File: config.mk
export PLATFORM = sky130hd
export DESIGN_NAME = rejudge_ctrl
export DESIGN_NICKNAME = d
export VERILOG_FILES = /design/src/rtl/rejudge_ctrl.sv
export SDC_FILE = /design/constraint.sdc
export NUM_CORES = 1
export LEC_CHECK = 0
export BUFFER_PORTS_ARGS = -buffer_cell sky130_fd_sc_hd__buf_2
export CELL_PAD_IN_SITES_DETAIL_PLACEMENT = 0
export CELL_PAD_IN_SITES_GLOBAL_PLACEMENT = 1
export CORE_UTILIZATION = 38
export DETAILED_ROUTE_END_ITERATION = 8
export PLACE_DENSITY_LB_ADDON = 0.1
export SYNTH_ARGS = -nofsm -noshare
export SYNTH_HDL_FRONTEND = slang
export SYNTH_SLANG_ARGS = --single-unit
File: constraint.sdc
create_clock -name clk -period 2.35 [get_ports clk]
set_clock_uncertainty 0.15 [all_clocks]
set_input_delay 0.47 -clock clk [delete_from_list [all_inputs] [get_ports clk]]
set_output_delay 0.47 -clock clk [all_outputs]
set_load 0.005 [all_outputs]
File: src/rtl/rejudge_ctrl.sv
// rejudge_ctrl: judge-side rejudge controller.
// Steps the judge through player -> problem -> score adjustment using
// single-cycle button pulses, then commits the adjusted score into a
// four-entry score table that is exported as a flat 32-bit bus.
// Optional feature: define REJUDGE_UNDO_EN to keep a one-level undo of the
// most recent table write.
module rejudge_ctrl #(
    parameter int MAX_PROB   = 20,
    parameter int STEP       = 1,
    parameter int SCORE_MAX  = 99,
    parameter int INIT_SCORE = 0
) (
    input  logic        clk,
    input  logic        rst,
    input  logic        start,
    input  logic        btn_up,
    input  logic        btn_down,
    input  logic        btn_ok,
    input  logic        btn_cancel,
    input  logic        btn_undo,
    output logic [1:0]  player,
    output logic [7:0]  problemID,
    output logic [7:0]  score,
    output logic        active,
    output logic [1:0]  stage,
    output logic        commit,
    output logic [31:0] scores
);

    // Handshake: every button is a one-cycle pulse with no ready/back-pressure.
    // A pulse sampled at a rising edge is acted on at that edge, and its
    // effect is visible on the outputs right after it; `commit` is a
    // one-cycle valid strobe that qualifies the new `scores` value.

    typedef enum logic [1:0] {
        S_IDLE       = 2'd0,
        S_SEL_PLAYER = 2'd1,
        S_SEL_PROB   = 2'd2,
        S_ADJUST     = 2'd3
    } state_t;

    localparam logic [7:0] L_MAX_PROB  = 8'(MAX_PROB);
    localparam logic [8:0] L_STEP      = 9'(STEP);
    localparam logic [8:0] L_SCORE_MAX = 9'(SCORE_MAX);
    localparam logic [7:0] L_SAT_VAL   = 8'(SCORE_MAX);
    localparam logic [7:0] L_INIT      = 8'(INIT_SCORE);

    state_t     r_state, w_state_nxt;
    logic [1:0] r_player, w_player_nxt;
    logic [7:0] r_prob, w_prob_nxt;
    logic [7:0] r_work, w_work_nxt;
    logic [7:0] r_table [4];
    logic       r_commit, w_commit_nxt;

    logic       w_wr_en;
    logic [1:0] w_wr_idx;
    logic [7:0] w_wr_val;
    logic       w_up;
    logic       w_down;
    logic [8:0] w_inc;
    logic [8:0] w_dec;
    logic       w_undo_fire;

`ifdef REJUDGE_UNDO_EN
    logic       r_undo_valid;
    logic [1:0] r_undo_player;
    logic [7:0] r_undo_score;
`else
    logic       w_unused_undo;
    assign w_unused_undo = btn_undo;
`endif

    // Up and down together cancel each other out.
    assign w_up   = btn_up & ~btn_down;
    assign w_down = btn_down & ~btn_up;
    // Nine-bit arithmetic so saturation is decided before any wrap.
    assign w_inc  = {1'b0, r_work} + L_STEP;
    assign w_dec  = {1'b0, r_work} - L_STEP;

    // State register.
    always_ff @(posedge clk) begin
        if (rst) r_state <= S_IDLE;
        else     r_state <= w_state_nxt;
    end

    // Next-state and datapath decode; priority cancel > ok > up > down.
    always_comb begin
        w_state_nxt  = r_state;
        w_player_nxt = r_player;
        w_prob_nxt   = r_prob;
        w_work_nxt   = r_work;
        w_commit_nxt = 1'b0;
        w_wr_en      = 1'b0;
        w_wr_idx     = r_player;
        w_wr_val     = r_work;
        w_undo_fire  = 1'b0;
        case (r_state)
            S_IDLE: begin
                if (start) w_state_nxt = S_SEL_PLAYER;
`ifdef REJUDGE_UNDO_EN
                if (btn_undo && r_undo_valid) begin
                    w_undo_fire  = 1'b1;
                    w_wr_en      = 1'b1;
                    w_wr_idx     = r_undo_player;
                    w_wr_val     = r_undo_score;
                    w_player_nxt = r_undo_player;
                    w_commit_nxt = 1'b1;
                end
`endif
            end
            S_SEL_PLAYER: begin
                if (btn_cancel)  w_state_nxt  = S_IDLE;
                else if (btn_ok) w_state_nxt  = S_SEL_PROB;
                else if (w_up)   w_player_nxt = r_player + 2'd1;
                else if (w_down) w_player_nxt = r_player - 2'd1;
            end
            S_SEL_PROB: begin
                if (btn_cancel) begin
                    w_state_nxt = S_IDLE;
                end else if (btn_ok) begin
                    w_state_nxt = S_ADJUST;
                    w_work_nxt  = r_table[r_player];
                end else if (w_up) begin
                    w_prob_nxt = (r_prob >= L_MAX_PROB) ? 8'd1 : r_prob + 8'd1;
                end else if (w_down) begin
                    w_prob_nxt = (r_prob <= 8'd1) ? L_MAX_PROB : r_prob - 8'd1;
                end
            end
            S_ADJUST: begin
                if (btn_cancel) begin
                    w_state_nxt = S_IDLE;
                end else if (btn_ok) begin
                    w_state_nxt  = S_IDLE;
                    w_wr_en      = 1'b1;
                    w_commit_nxt = 1'b1;
                end else if (w_up) begin
                    w_work_nxt = (w_inc > L_SCORE_MAX) ? L_SAT_VAL : w_inc[7:0];
                end else if (w_down) begin
                    w_work_nxt = ({1'b0, r_work} < L_STEP) ? 8'd0 : w_dec[7:0];
                end
            end
            default: w_state_nxt = S_IDLE;
        endcase
    end

    // Selection, working value, score table and commit strobe registers.
    always_ff @(posedge clk) begin
        if (rst) begin
            r_player <= 2'd0;
            r_prob   <= 8'd1;
            r_work   <= 8'd0;
            r_commit <= 1'b0;
            for (int i = 0; i < 4; i++) r_table[i] <= L_INIT;
        end else begin
            r_player <= w_player_nxt;
            r_prob   <= w_prob_nxt;
            r_work   <= w_work_nxt;
            r_commit <= w_commit_nxt;
            if (w_wr_en) r_table[w_wr_idx] <= w_wr_val;
        end
    end

`ifdef REJUDGE_UNDO_EN
    // One-level undo record: a normal commit saves the overwritten entry.
    always_ff @(posedge clk) begin
        if (rst) begin
            r_undo_valid  <= 1'b0;
            r_undo_player <= 2'd0;
            r_undo_score  <= 8'd0;
        end else if (w_undo_fire) begin
            r_undo_valid <= 1'b0;
        end else if (w_commit_nxt) begin
            r_undo_valid  <= 1'b1;
            r_undo_player <= r_player;
            r_undo_score  <= r_table[r_player];
        end
    end
`endif

    assign player    = r_player;
    assign problemID = r_prob;
    assign score     = (r_state == S_ADJUST) ? r_work : r_table[r_player];
    assign active    = (r_state != S_IDLE);
    assign stage     = r_state;
    assign commit    = r_commit;
    assign scores    = {r_table[3], r_table[2], r_table[1], r_table[0]};

endmodule

==> results of run 1 <==
[state kept, by name, indices dropped and copies added, names as in the netlist, named ones only]
name,cells
r_table,32
stage,2
player,2
r_work,8
commit,1
problemID,8
[critical path: stages (launching register included)]
cell      delay (ps)
edfxtp_1         400
mux4_2           500
and2_4           180
a21o_1           150
buf_2            120
[worst paths after layout]
path | endpoint | slack (ps) | cells past startpoint
max | score[7] | 60 | 4
min | stage[1]$_SDFFE_PP0P_ | 240 | 2
max reg2reg | r_work[7]$_SDFFE_PP0P_ | 170 | 7
min reg2reg | problemID[6]$_SDFFE_PP0P_ | 430 | 2
[logic make-up after synthesis]
| group | after synthesis | share of synthesized area [%] |
|---|---|---|
| buffers and inverters | 34 | 4.51 |
| and+or+nand+nor | 158 | 25.7 |
| muxes | 11 | 6.40 |
| DFF | 55 | 43.0 |
| xor gates and xnor gates | 9 | 2.39 |
| AOI/OAI and AO/OA | 70 | 14.9 |
| adders and majority gates | 8 | 3.03 |
[per-stage QoR]
step           instance area (µm²)  power [mW]  hold slack (ps)  cells
2_1_floorplan                 3310        1.17              399    345
3_3_place_gp                  3930        1.25              418    525
3_5_place_dp                  3930        1.25              418    525
4_1_cts                       4020        1.79              222    533
5_1_grt                       4060        1.84              240    534
6_report                      4060        1.77              238    534
[report_power, final]
part	total (mW)	switching, mW	internal, mW
logic	0.176	0.0947	0.0815
registers	1.06	0.0191	1.04
clock network	0.538	0.323	0.215
[metal layers]
metal	track usage, %	vias to the layer above
met4	5.93	0
met5	0	-
met2	33.0	76
met3	4.07	10
met1	28.3	1367
li1	-	1416
[cells in the mapped netlist, types with 11 or more instances]
cell type and instances:
and2_1 36, nor2_1 35, edfxtp_1 32, nand2_1 30
dfxtp_1 23, clkbuf_1 16, o21ai_0 16, a21oi_1 12
nor3_1 11
[layout make-up]
| type | instances | area share [%] |
|---|---|---|
| multi-input combinational | 256 | 43.4 |
| timing repair buffer | 102 | 15.3 |
| clock inverter | 2 | 0.400 |
| sequential | 55 | 35.1 |
| inverter | 8 | 0.739 |
| tap | 105 | 3.23 |
| clock buffer | 6 | 1.79 |
[repair_timing]
item / in CTS / in global routing
cloned: 0 / 0
pin swaps: 0 / 1
endpoints found under the setup margin: 7 / 11
buffers inserted: 0 / 1
resized for setup: 2 / 11
==> flow_summary.yaml, run 1 <==
clocking:
  cts_hold_buffers: 0
  numCtsBuffers: 5
  h-tree-depth: 2
  clk_path_buf_depth: 2
  clk_latency_ps: 310
  clk_pin_slew_ps: 100
  tritoncts: "built"
  clock-sinks: 55
  clock_tree.root_cell: "clkbuf_8"
setup_path:
  arrival_ps: 1670
  startpoint_type: "flop"
  critPathKind: "reg -> out"
  cp_max_fo: 2
  rr_startpoint: "r_work[0]$_SDFFE_PP0P_"
  required_ps: 1730
  startpoint: "r_table[3][7]$_DFFE_PP_"
  crit_path_end_kind: "output pin"
route:
  wl_met1_um: 4040
  dr.max_layer_used: "met4"
  num_vias: 2869
  drt_wl_total_um: 8830
  wl_met3_um: 485
  wire_per_inst_um: 16.5
  drt_iter0_markers: 144
  dr_wl_met2_um: 4170
  drc: 0
  dr.pass1.iters: 4
  avgViaCountPerCell: 5.37
  ant_nets: 0
synth:
  ys_seq_area_share_pct: 43.0
  synth-seq-cells: 55
  synth_warnings: 0
  synth_area_leaders: "edfxtp_1 29%, dfxtp_1 14%, and2_1 6.8%, mux4_2 5.5%, nor2_1 4.0%"
  synth-main-ff-cell: "edfxtp_1"
  async_reset_ff_share_pct: 0
  synth-edff-count: 32
  synth_top_area_share_pct: 29.1
  synth_fp_nets: 361
  ys_types: 56
  netlist_instances: 345
  avgSynthCellArea_um2: 9.57
  synth.largest_area_cell: "edfxtp_1"
  syn_area_um2: 3300
min_path:
  min_path_type: "in -> reg"
  hp-start: "btn_cancel"
final_layout:
  utilization_pct: 48.9
  multi_input_comb_area_um2: 1760
  diodes: 0
  drive_gt1_share_pct: 32.4
  nets: 444
  final_cell_mix: "60 x buf_2, 41 x buf_4, 35 x and2_1, 35 x nor2_1, 32 x edfxtp_1"
  fillers: 776
  seqCellArea_um2: 1430
  final_common_cell: "buf_2"
  syn_to_final_growth_pct: 23.0
floorplan:
  initial_core_util_pct: 39.8
  dieArea_um2: 9070
  die_h_um: 95.2
  die_x_um: 95.2
  rows: 33
  pin_count: 62
  core_area_um2: 8300
power:
  p_leak_nw: 1.69
  peakVddDrop_mv: 0.262
  p_per_area_nw_per_um2: 436
global_routing:
  grt_overflow_total: 0
  grt_pass1_wl_um: 14000
  antenna_found_initial: 0
  grt_max_degree: 26
  grt_pass1_vias: 2673
  grt_util_all_layers_pct: 20.7
sta:
  fin_ws_ps: 61.7
  hold_violations: 0
  tightest_slew_ps: 526
  fin_tns_setup_ps: 0
  period_minus_slack_ps: 2290
  fmax_mhz: 437
  finalSetupViolations: 0
  rsz0062_at_grt: "false"
  report.final.slew_viol_count: 0
  period_share_pct: 97.4
  relSlewSlack_pct: 64.9
status:
  status: "finished clean"
placement:
  finalWeightedCongestion: 0.765
  port_buffers: 60
  place_hpwl_um: 6730
  place_ws_ps: -77.8
flow_run:
  max-cap-violations: 0
Power figures use the tool's default switching activity.
==> run 2: changes to the inputs <==
REMOVE_ABC_BUFFERS = 1   (was not set)
==> flow_summary.yaml, run 2 (synthesis results as in run 1) <==
status:
  status: "finished clean"
sta:
  fin_tns_setup_ps: 0
  relSlewSlack_pct: 65.2
  tightest_slew_ps: 521
  rsz0062_at_grt: "true"
  hold_violations: 0
  fmax_mhz: 426
  period_minus_slack_ps: 2350
  finalSetupViolations: 0
  report.final.slew_viol_count: 0
  period_share_pct: 99.8
min_path:
  min_path_type: "in -> reg"
  holdPathEnd: "stage[1]$_SDFFE_PP0P_"
  hp-start: "btn_cancel"
  min_path_cells: 2
setup_path:
  max_stage_delay_ps: 510
  regToRegEndpoint: "r_work[7]$_SDFFE_PP0P_"
  arrival_ps: 1730
  cp.buffers_inverters: 2
  rr_startpoint: "r_work[0]$_SDFFE_PP0P_"
  startpoint_type: "flop"
  crit_family: "multiplexers"
  critPathKind: "reg -> out"
  crit_path_end_kind: "output pin"
  cp_max_fo: 5
  crit_chain: "buf_12, mux4_2, and2_4, a21o_1, buf_2"
  cpMaxStageDelayCell: "mux4_2"
  required_ps: 1730
  r2r_cells: 7
  ff2ff_setup_slack_ps: 100
global_routing:
  groute.layer.met1.usage_pct: 30.0
  grt_max_degree: 26
  grt_pass1_vias: 2710
  grtUsageMet2_pct: 34.6
  top_usage_layer: "met2"
  grt_overflow_total: 0
  antenna_found_initial: 0
  grt_util_all_layers_pct: 21.1
  grt_use_met3_pct: 2.47
  grt_pass1_wl_um: 14300
final_layout:
  syn_to_final_growth_pct: 25.4
  diodes: 0
  drive_gt1_share_pct: 33.9
  seqCellArea_um2: 1430
  final_common_cell: "buf_2"
  multi_input_comb_area_um2: 1770
  nets: 446
  fillers: 814
  final_cell_mix: "60 x buf_2, 39 x buf_4, 35 x and2_1, 35 x nor2_1, 32 x edfxtp_1"
  largest_register_ffs: 32
  top_register: "r_table"
  stdcell_count: 536
floorplan:
  die_x_um: 95.2
  die_h_um: 95.2
  rows: 33
  pin_count: 62
  core_area_um2: 8300
  initial_core_util_pct: 39.8
  dieArea_um2: 9070
power:
  p_leak_nw: 1.71
  finalPower_mw: 1.81
  p_per_area_nw_per_um2: 436
  peakVddDrop_mv: 0.217
route:
  ant_nets: 0
  dr.pass1.iters: 4
  wire_per_inst_um: 17.0
  num_vias: 2871
  avgViaCountPerCell: 5.36
  drt_iter0_markers: 176
  drt_wl_total_um: 9110
  drc: 0
placement:
  finalWeightedCongestion: 0.786
  port_buffers: 60
  place_hpwl_um: 6810
  placed_cells: 521
clocking:
  clk_latency_ps: 320
  h-tree-depth: 2
  tritoncts: "built"
  clk_path_buf_depth: 2
  clock-sinks: 55
  clk_pin_slew_ps: 110
  clock_tree.root_cell: "clkbuf_8"
  cts_hold_buffers: 0
  numCtsBuffers: 5
flow_run:
  max-cap-violations: 0
[run 2: changes by cell type in the layout (fill, tap and decap cells not counted), sizes merged]
cell and change:
buf +2
[run 2: where the power goes]
group          internal [mW]  switching [mW]
Clock                  0.216           0.339
Combinational         0.0931          0.0990
Sequential              1.04          0.0193
Total                   1.35           0.457
[run 2: routing by layer]
metal	up-vias	part of all wire [%]
met5	-	0
met4	0	0.80
met3	8	3.1
met2	56	48
met1	1390	48
li1	1417	-
[run 2: cell type report]
type	instances	share of cell area [%]
clock buffer	6	1.75
clock inverter	2	0.393
inverter	8	0.726
multi-input combinational	256	42.8
sequential	55	34.4
tap	105	3.17
timing repair buffer	104	16.7
[run 2: what timing repair did]
item,CTS,global route
pin swaps,3,3
setup endpoints to repair,2,10
buffers inserted,2,5
resized for setup,9,9
[run 2: worst max path at each step]
stage | cells past startpoint | slack, ps | to
2_1_floorplan | 8 | -270 | r_work[4]$_SDFFE_PP0P_
3_3_place_gp | 9 | -100 | r_work[3]$_SDFFE_PP0P_
3_5_place_dp | 9 | -110 | r_work[3]$_SDFFE_PP0P_
4_1_cts | 5 | -20 | score[7]
5_1_grt | 5 | -60 | score[7]
6_report | 5 | 5 | score[7]
[run 2: through the flow]
step | instance area (µm²) | hold WS (ps) | setup slack (ps) | util [%]
final | 4140 | 239 | 4.80 | 49.9
after global routing | 4140 | 243 | -58.4 | 49.9
after CTS | 4070 | 226 | -16.5 | 49.1
after detailed placement | 3940 | 399 | -108 | 47.5
after global placement | 3940 | 390 | -102 | 47.5
after floorplan | 3180 | 389 | -270 | -
